**src/rtl/muldiv_seq_pkg.sv**
```systemverilog
// muldiv_seq_pkg: shared op encodings, FSM states and operand-signedness helpers
package muldiv_seq_pkg;

    typedef enum logic [3:0] {
        ALU_ADD, ALU_SUB, ALU_SLL, ALU_SLT, ALU_SLTU,
        ALU_XOR, ALU_SRL, ALU_SRA, ALU_OR, ALU_AND
    } alu_op_t;

    localparam logic [2:0] F3_MUL    = 3'd0;
    localparam logic [2:0] F3_MULH   = 3'd1;
    localparam logic [2:0] F3_MULHSU = 3'd2;
    localparam logic [2:0] F3_MULHU  = 3'd3;
    localparam logic [2:0] F3_DIV    = 3'd4;
    localparam logic [2:0] F3_DIVU   = 3'd5;
    localparam logic [2:0] F3_REM    = 3'd6;
    localparam logic [2:0] F3_REMU   = 3'd7;

    typedef enum logic [1:0] {IDLE, CALC, DONE} state_t;

    typedef enum logic {MODE_MUL, MODE_DIV} mode_t;

    function automatic logic is_div(input logic [2:0] op);
        return op[2];
    endfunction

    function automatic logic rs1_signed(input logic [2:0] op);
        return op[2] ? ~op[0] : (op != F3_MULHU);
    endfunction

    function automatic logic rs2_signed(input logic [2:0] op);
        return op[2] ? ~op[0] : ~op[1];
    endfunction

endpackage

```
**src/rtl/muldiv_seq_if.sv**
```systemverilog
// muldiv_seq_if: request/result bundle between the pipeline and the mul/div unit
interface muldiv_seq_if;
    logic        start;
    logic [2:0]  op;
    logic [31:0] r1;
    logic [31:0] r2;
    logic        flush;
    logic        busy;
    logic        res_valid;
    logic [31:0] res;
    logic        div_zero;

    modport master (output start, op, r1, r2, flush, input busy, res_valid, res, div_zero);
    modport slave  (input start, op, r1, r2, flush, output busy, res_valid, res, div_zero);
endinterface

```
**src/rtl/muldiv_step.sv**
```systemverilog
// muldiv_step: one radix-2 shift-add (multiply) or restoring shift-subtract (divide) step
module muldiv_step
    import muldiv_seq_pkg::*;
(
    input  mode_t       mode,
    input  logic [63:0] acc,
    input  logic [31:0] b,
    output logic [63:0] acc_next
);
    logic [32:0] sum;
    logic [32:0] diff;

    // multiply keeps {partial product, multiplier}; divide keeps {remainder, quotient}
    always_comb begin
        sum      = {1'b0, acc[63:32]} + (acc[0] ? {1'b0, b} : 33'd0);
        diff     = acc[63:31] - {1'b0, b};
        acc_next = (mode == MODE_MUL) ? {sum, acc[31:1]}
                 : diff[32]           ? {acc[62:0], 1'b0}
                 :                      {diff[31:0], acc[30:0], 1'b1};
    end
endmodule

```
**src/rtl/muldiv_seq.sv**
```systemverilog
// muldiv_seq: sequential RV32M multiply/divide unit, one radix-2 step per cycle
module muldiv_seq
    import muldiv_seq_pkg::*;
(
    input  logic        clk,
    input  logic        rst,
    muldiv_seq_if.slave bus
);
    state_t      state, state_next;
    logic [4:0]  count;
    logic [63:0] acc, acc_next, prod;
    logic [31:0] b, mag1, mag2, quot, rem, result, res_q, spec_res;
    logic [2:0]  op_q;
    logic        neg, dz, spec, accept, valid;
    logic        neg1, neg2, zero_div, ovf;

    // operand magnitudes and special-case detection on the incoming request
    always_comb begin
        neg1     = rs1_signed(bus.op) & bus.r1[31];
        neg2     = rs2_signed(bus.op) & bus.r2[31];
        mag1     = neg1 ? -bus.r1 : bus.r1;
        mag2     = neg2 ? -bus.r2 : bus.r2;
        zero_div = is_div(bus.op) && bus.r2 == 32'd0;
        ovf      = is_div(bus.op) && !bus.op[0] && bus.r1 == 32'h8000_0000 && bus.r2 == 32'hFFFF_FFFF;
        spec_res = zero_div ? (bus.op[1] ? bus.r1 : 32'hFFFF_FFFF)
                 :            (bus.op[1] ? 32'd0  : 32'h8000_0000);
    end

    // next-state logic; flush kills everything including the accept and the result strobe
    always_comb begin
        state_next = state;
        accept     = 1'b0;
        valid      = 1'b0;
        case (state)
            IDLE: if (bus.start) begin
                accept     = 1'b1;
                state_next = (zero_div || ovf) ? DONE : CALC;
            end
            CALC: if (count == 5'd31) state_next = DONE;
            DONE: begin
                valid      = 1'b1;
                state_next = IDLE;
            end
            default: state_next = IDLE;
        endcase
        if (bus.flush) begin
            state_next = IDLE;
            accept     = 1'b0;
            valid      = 1'b0;
        end
        valid = valid & ~rst;
    end

    // state register
    always_ff @(posedge clk) begin
        state <= rst ? IDLE : state_next;
    end

    muldiv_step u_step (
        .mode     (is_div(op_q) ? MODE_DIV : MODE_MUL),
        .acc      (acc),
        .b        (b),
        .acc_next (acc_next)
    );

    // sign fix-up and result selection; special cases carry their answer in acc[31:0]
    always_comb begin
        prod   = neg ? -acc : acc;
        quot   = neg ? -acc[31:0] : acc[31:0];
        rem    = neg ? -acc[63:32] : acc[63:32];
        result = spec           ? acc[31:0]
               : !op_q[2]       ? ((op_q == F3_MUL) ? prod[31:0] : prod[63:32])
               : op_q[1]        ? rem
               :                  quot;
    end

    // datapath: latch request on accept, step while calculating, hold last result
    always_ff @(posedge clk) begin
        if (rst) begin
            count <= '0;
            acc   <= '0;
            b     <= '0;
            op_q  <= '0;
            neg   <= 1'b0;
            dz    <= 1'b0;
            spec  <= 1'b0;
            res_q <= '0;
        end else begin
            if (accept) begin
                count <= '0;
                acc   <= {32'd0, (zero_div || ovf) ? spec_res : mag1};
                b     <= mag2;
                op_q  <= bus.op;
                neg   <= (is_div(bus.op) && bus.op[1]) ? neg1 : neg1 ^ neg2;
                dz    <= zero_div;
                spec  <= zero_div | ovf;
            end else if (state == CALC) begin
                count <= count + 5'd1;
                acc   <= acc_next;
            end
            if (valid) res_q <= result;
        end
    end

    assign bus.busy      = state != IDLE;
    assign bus.res_valid = valid;
    assign bus.res       = valid ? result : res_q;
    assign bus.div_zero  = valid & dz;
endmodule
```
**src/flat_wrapper.sv**
```systemverilog
// flat-port wrapper written by rule: the top's interface ports become plain ports
module muldiv_seq_flat import muldiv_seq_pkg::*;
  (clk, rst, bus_start, bus_op, bus_r1, bus_r2, bus_flush, bus_busy, bus_res_valid, bus_res, bus_div_zero);
  muldiv_seq_if bus_i ();
  input  logic clk;
  input  logic rst;
  input wire logic [$bits(bus_i.start)-1:0] bus_start;
  input wire logic [$bits(bus_i.op)-1:0] bus_op;
  input wire logic [$bits(bus_i.r1)-1:0] bus_r1;
  input wire logic [$bits(bus_i.r2)-1:0] bus_r2;
  input wire logic [$bits(bus_i.flush)-1:0] bus_flush;
  output wire logic [$bits(bus_i.busy)-1:0] bus_busy;
  output wire logic [$bits(bus_i.res_valid)-1:0] bus_res_valid;
  output wire logic [$bits(bus_i.res)-1:0] bus_res;
  output wire logic [$bits(bus_i.div_zero)-1:0] bus_div_zero;
  assign bus_i.start = bus_start;
  assign bus_i.op = bus_op;
  assign bus_i.r1 = bus_r1;
  assign bus_i.r2 = bus_r2;
  assign bus_i.flush = bus_flush;
  assign bus_busy = bus_i.busy;
  assign bus_res_valid = bus_i.res_valid;
  assign bus_res = bus_i.res;
  assign bus_div_zero = bus_i.div_zero;
  muldiv_seq u_core (.clk(clk), .rst(rst), .bus(bus_i));
endmodule
```
**config.mk**
```make
export PLATFORM = sky130hd
export DESIGN_NAME = muldiv_seq_flat
export DESIGN_NICKNAME = d
export VERILOG_FILES = /design/src/rtl/muldiv_seq_pkg.sv /design/src/rtl/muldiv_seq_if.sv /design/src/rtl/muldiv_step.sv /design/src/rtl/muldiv_seq.sv /design/src/flat_wrapper.sv
export SDC_FILE = /design/constraint.sdc
export NUM_CORES = 1
export LEC_CHECK = 0
export ABC_AREA = 1
export CELL_PAD_IN_SITES_DETAIL_PLACEMENT = 0
export CELL_PAD_IN_SITES_GLOBAL_PLACEMENT = 1
export CORE_AREA = 2 2 248 177
export CTS_CLUSTER_DIAMETER = 80
export DETAILED_ROUTE_END_ITERATION = 8
export DIE_AREA = 0 0 250 179
export GPL_TIMING_DRIVEN = 0
export PLACE_DENSITY_LB_ADDON = 0.1
export REMOVE_ABC_BUFFERS = 1
export SYNTH_ARGS = -nofsm -noshare
export SYNTH_HDL_FRONTEND = slang
export SYNTH_SLANG_ARGS = --single-unit
```
**constraint.sdc**
```tcl
create_clock -name clk -period 3.55 [get_ports clk]
set_input_delay 1.065 -clock clk [delete_from_list [all_inputs] [get_ports clk]]
set_output_delay 1.065 -clock clk [all_outputs]
set_load 0.02 [all_outputs]
```
==> results.md <==
- Status: finished with violations
- Failing checks: setup timing
- Leakage: 11.3 nW
- Final wirelength: 89800 µm
- Initial core utilization: 0.412
- Synth warn: 0
- Fin Clk Skew: 0.0160 ns
- Worst r2r path cells: 27
- Register area share after synthesis: 0.160
- Post-synth top area share: 0.219
- Synth Area per Inst: 5.43 µm²
- Routed len/inst: 22.3 µm
- Unique masters post-synth: 57
- Overall Global Routing Usage: 0.386
- Synth area leader: nand2_1
- Area contributors post-synth: nand2_1, dfxtp_1, nand3_1
- Hold Fails Final Rpt: 0
- Cell area power density: 337 nW/µm²
- RSZ-0062 raised after global routing: true
- Port Buf Inserts: 105
- WP data arrival: 2.59 ns
- Chip height: 179 µm
- Via density: 5.74
- Proportion of layout cells with a drive suffix above 1: 0.217
- Largest net degree at the start of global routing: 72
- Number of flops mapped to enable cells by yosys: 0
- Fin crit period: 3.66 ns
- Die width: 250 µm
- Pre-CTS setup slack: -1.46 ns
- Fmax: 273 MHz
- Max-cap violations: 0
- Async set-or-reset flop fraction in the synthesized netlist: 0
- DRT antenna net count: 0
- # rows: 64
- Core area: 42800 µm²
- Clk Tree Root Cell: clkbuf_16
- Reg2reg setup slack: 0.03 ns
- Main flop type after synthesis: dfxtp_1
- Drt drc: 0
- FF+latch count, synth: 141
- Worst slew pin tran: 1.12 ns
- 1st-iter DRT viols: 2773
- CP required: 2.48 ns
- # IOs: 106
- Final setup vio count: 14
- CTS tree: done
- Syn Inst Count: 3247
- CTS sink cnt: 141
- Fill count: 4449
- Setup CP Type: flip-flop to output port
- Dpl hpwl: 62400 µm
- Total number of vias: 23200
- Nets: 3604
- N_diodes: 0
- Setup TNS: -0.529 ns
- RR Endpoint: u_core.res_q[22]
- Setup crit end: bus_res[26]
- Top cells by count, synth: nand2_1, inv_1, nand3_1
- Post-synthesis cell area: 17600 µm²
- Die Area: 44800 µm²
- Worst skew pair latency: 0.48 ns
- Final WS setup: -0.109 ns
- Fin crit share: 1.03
- GR Overflow Total: 0
- Worst Hold Class: flip-flop to flip-flop
- Longest Clk Path Bufs: 2
- CP Max Fanout: 4
- Vias in the first global route: 20400
- Normalized max-slew margin: 0.253
- CTS clk-pin slew, worst paths: 0.06 ns
- Worst setup SP type: flip-flop
- First-pass GRT wire length: 129000 µm
- Pre-Repair DR Iteration Count: 5
- Top-count cell post-synth: nand2_1
- H-tree levels: 4
- Area Growth Syn to Fin: 31.3%
- Final Slew Violations: 0
- Max VDD drop: 0.316 mV
- Cts bufs inserted: 17
- Kind of end point of the critical path: output port
- Initial antenna violation count: 1
- Setup crit start: u_core.acc[1]
- Crit Reg-Reg Startpoint: u_core.acc[1]
- Routability cong.: 1.00
-- layout by cell type (no fill, tap or decap), types with 44 or more instances in the layout --
master / n
inv_1: 380
nand3_2: 49
nand2_1: 908
nand2_2: 109
ha_1: 69
clkdlybuf4s50_1: 70
buf_6: 47
buf_4: 149
dfxtp_1: 85
nor2_2: 44
nand3_1: 269
nor2_4: 47
o21ai_0: 182
xor2_1: 56
a21oi_1: 219
nor2_1: 251
-- layer usage --
layer	part of all wire	GRT usage	up-vias	wire, µm
met4	0.024	0.0826	0	2150
met1	0.45	0.562	10800	40400
li1	-	-	11000	-
met2	0.38	0.525	1254	34500
met5	0	0	-	0
met3	0.14	0.151	149	12800
-- report_power, final --
part | total [W] | leakage, nW | switching (W) | internal, W
clock network | 0.00185 | 0.275 | 0.000868 | 0.000978
registers | 0.00192 | 1.18 | 0.000251 | 0.00167
logic | 0.00403 | 9.85 | 0.00266 | 0.00137
total | 0.00780 | 11.3 | 0.00378 | 0.00402
-- metrics by stage --
step	std cells	hold slack [ns]	instance area, µm²	total power, W	utilization
6_report	4034	0.474	23100	0.00780	0.541
5_1_grt	4034	0.490	23100	0.00819	0.541
4_1_cts	3989	0.469	21800	0.00725	0.510
3_5_place_dp	3800	0.464	19000	0.00503	0.444
3_3_place_gp	3794	0.453	18800	0.00500	0.440
2_1_floorplan	3128	0.440	17100	0.00394	-
-- cell families after synthesis --
kind of cell             after synthesis  share of synthesized area
XOR/XNOR                              77                     0.0383
AO/OA/AOI/OAI                        572                      0.182
flip-flops                           141                      0.160
buffers and inverters                548                      0.123
AND/OR/NAND/NOR                     1836                      0.444
adder cells (fa/ha/maj)               73                     0.0527
-- flip-flops by register name, summed over array words and instances (netlist names) --
signal / count
u_core.res_q: 32
u_core.neg: 1
u_core.b: 32
u_core.count: 5
u_core.spec: 1
u_core.state: 2
u_core.acc: 64
u_core.op_q: 3
u_core.dz: 1
-- critical path: stages (launching register included) --
cell and delay (ns):
dfxtp_4 0.37, inv_4 0.08, ha_4 0.17, nand3_4 0.13
nor2_4 0.21, nand2_4 0.10, nor2_4 0.18, nand3_4 0.12
nand2_4 0.09, nand2_1 0.06, nand2_1 0.08, nand3_2 0.10
nand2_2 0.08, nand2_2 0.06, nand2_4 0.09, nand2_2 0.06
buf_6 0.12
-- timing repair --
item / CTS / global route
setup buffers: 144 / 47
hold buffers: 0 / 0
gates resized for setup: 463 / 279
setup endpoints to repair: 119 / 80
pin swaps: 57 / 123
gates cloned: 15 / 3
-- worst min path at each step --
stage	start	endpoint	slack, ns	cells after the start
final	u_core.res_q[29]	u_core.res_q[29]	0.47	2
after global routing	u_core.res_q[10]	u_core.res_q[10]	0.49	2
after CTS	u_core.res_q[10]	u_core.res_q[10]	0.47	2
after detailed placement	u_core.res_q[20]	u_core.res_q[20]	0.46	2
after global placement	u_core.count[4]	u_core.count[4]	0.45	2
after floorplan	u_core.b[24]	u_core.b[24]	0.44	2
-- layout make-up --
type	instances	area (µm²)	area share
repair buffers	300	3030	0.131
well taps	561	702	0.0303
multi-input cells	2561	14100	0.608
repair inverters	10	118	0.00508
flip-flops and latches	141	2950	0.127
clock inverters	13	129	0.00557
inverters	429	1710	0.0739
clock buffers	19	433	0.0187
(Power assumes the default switching activity.)
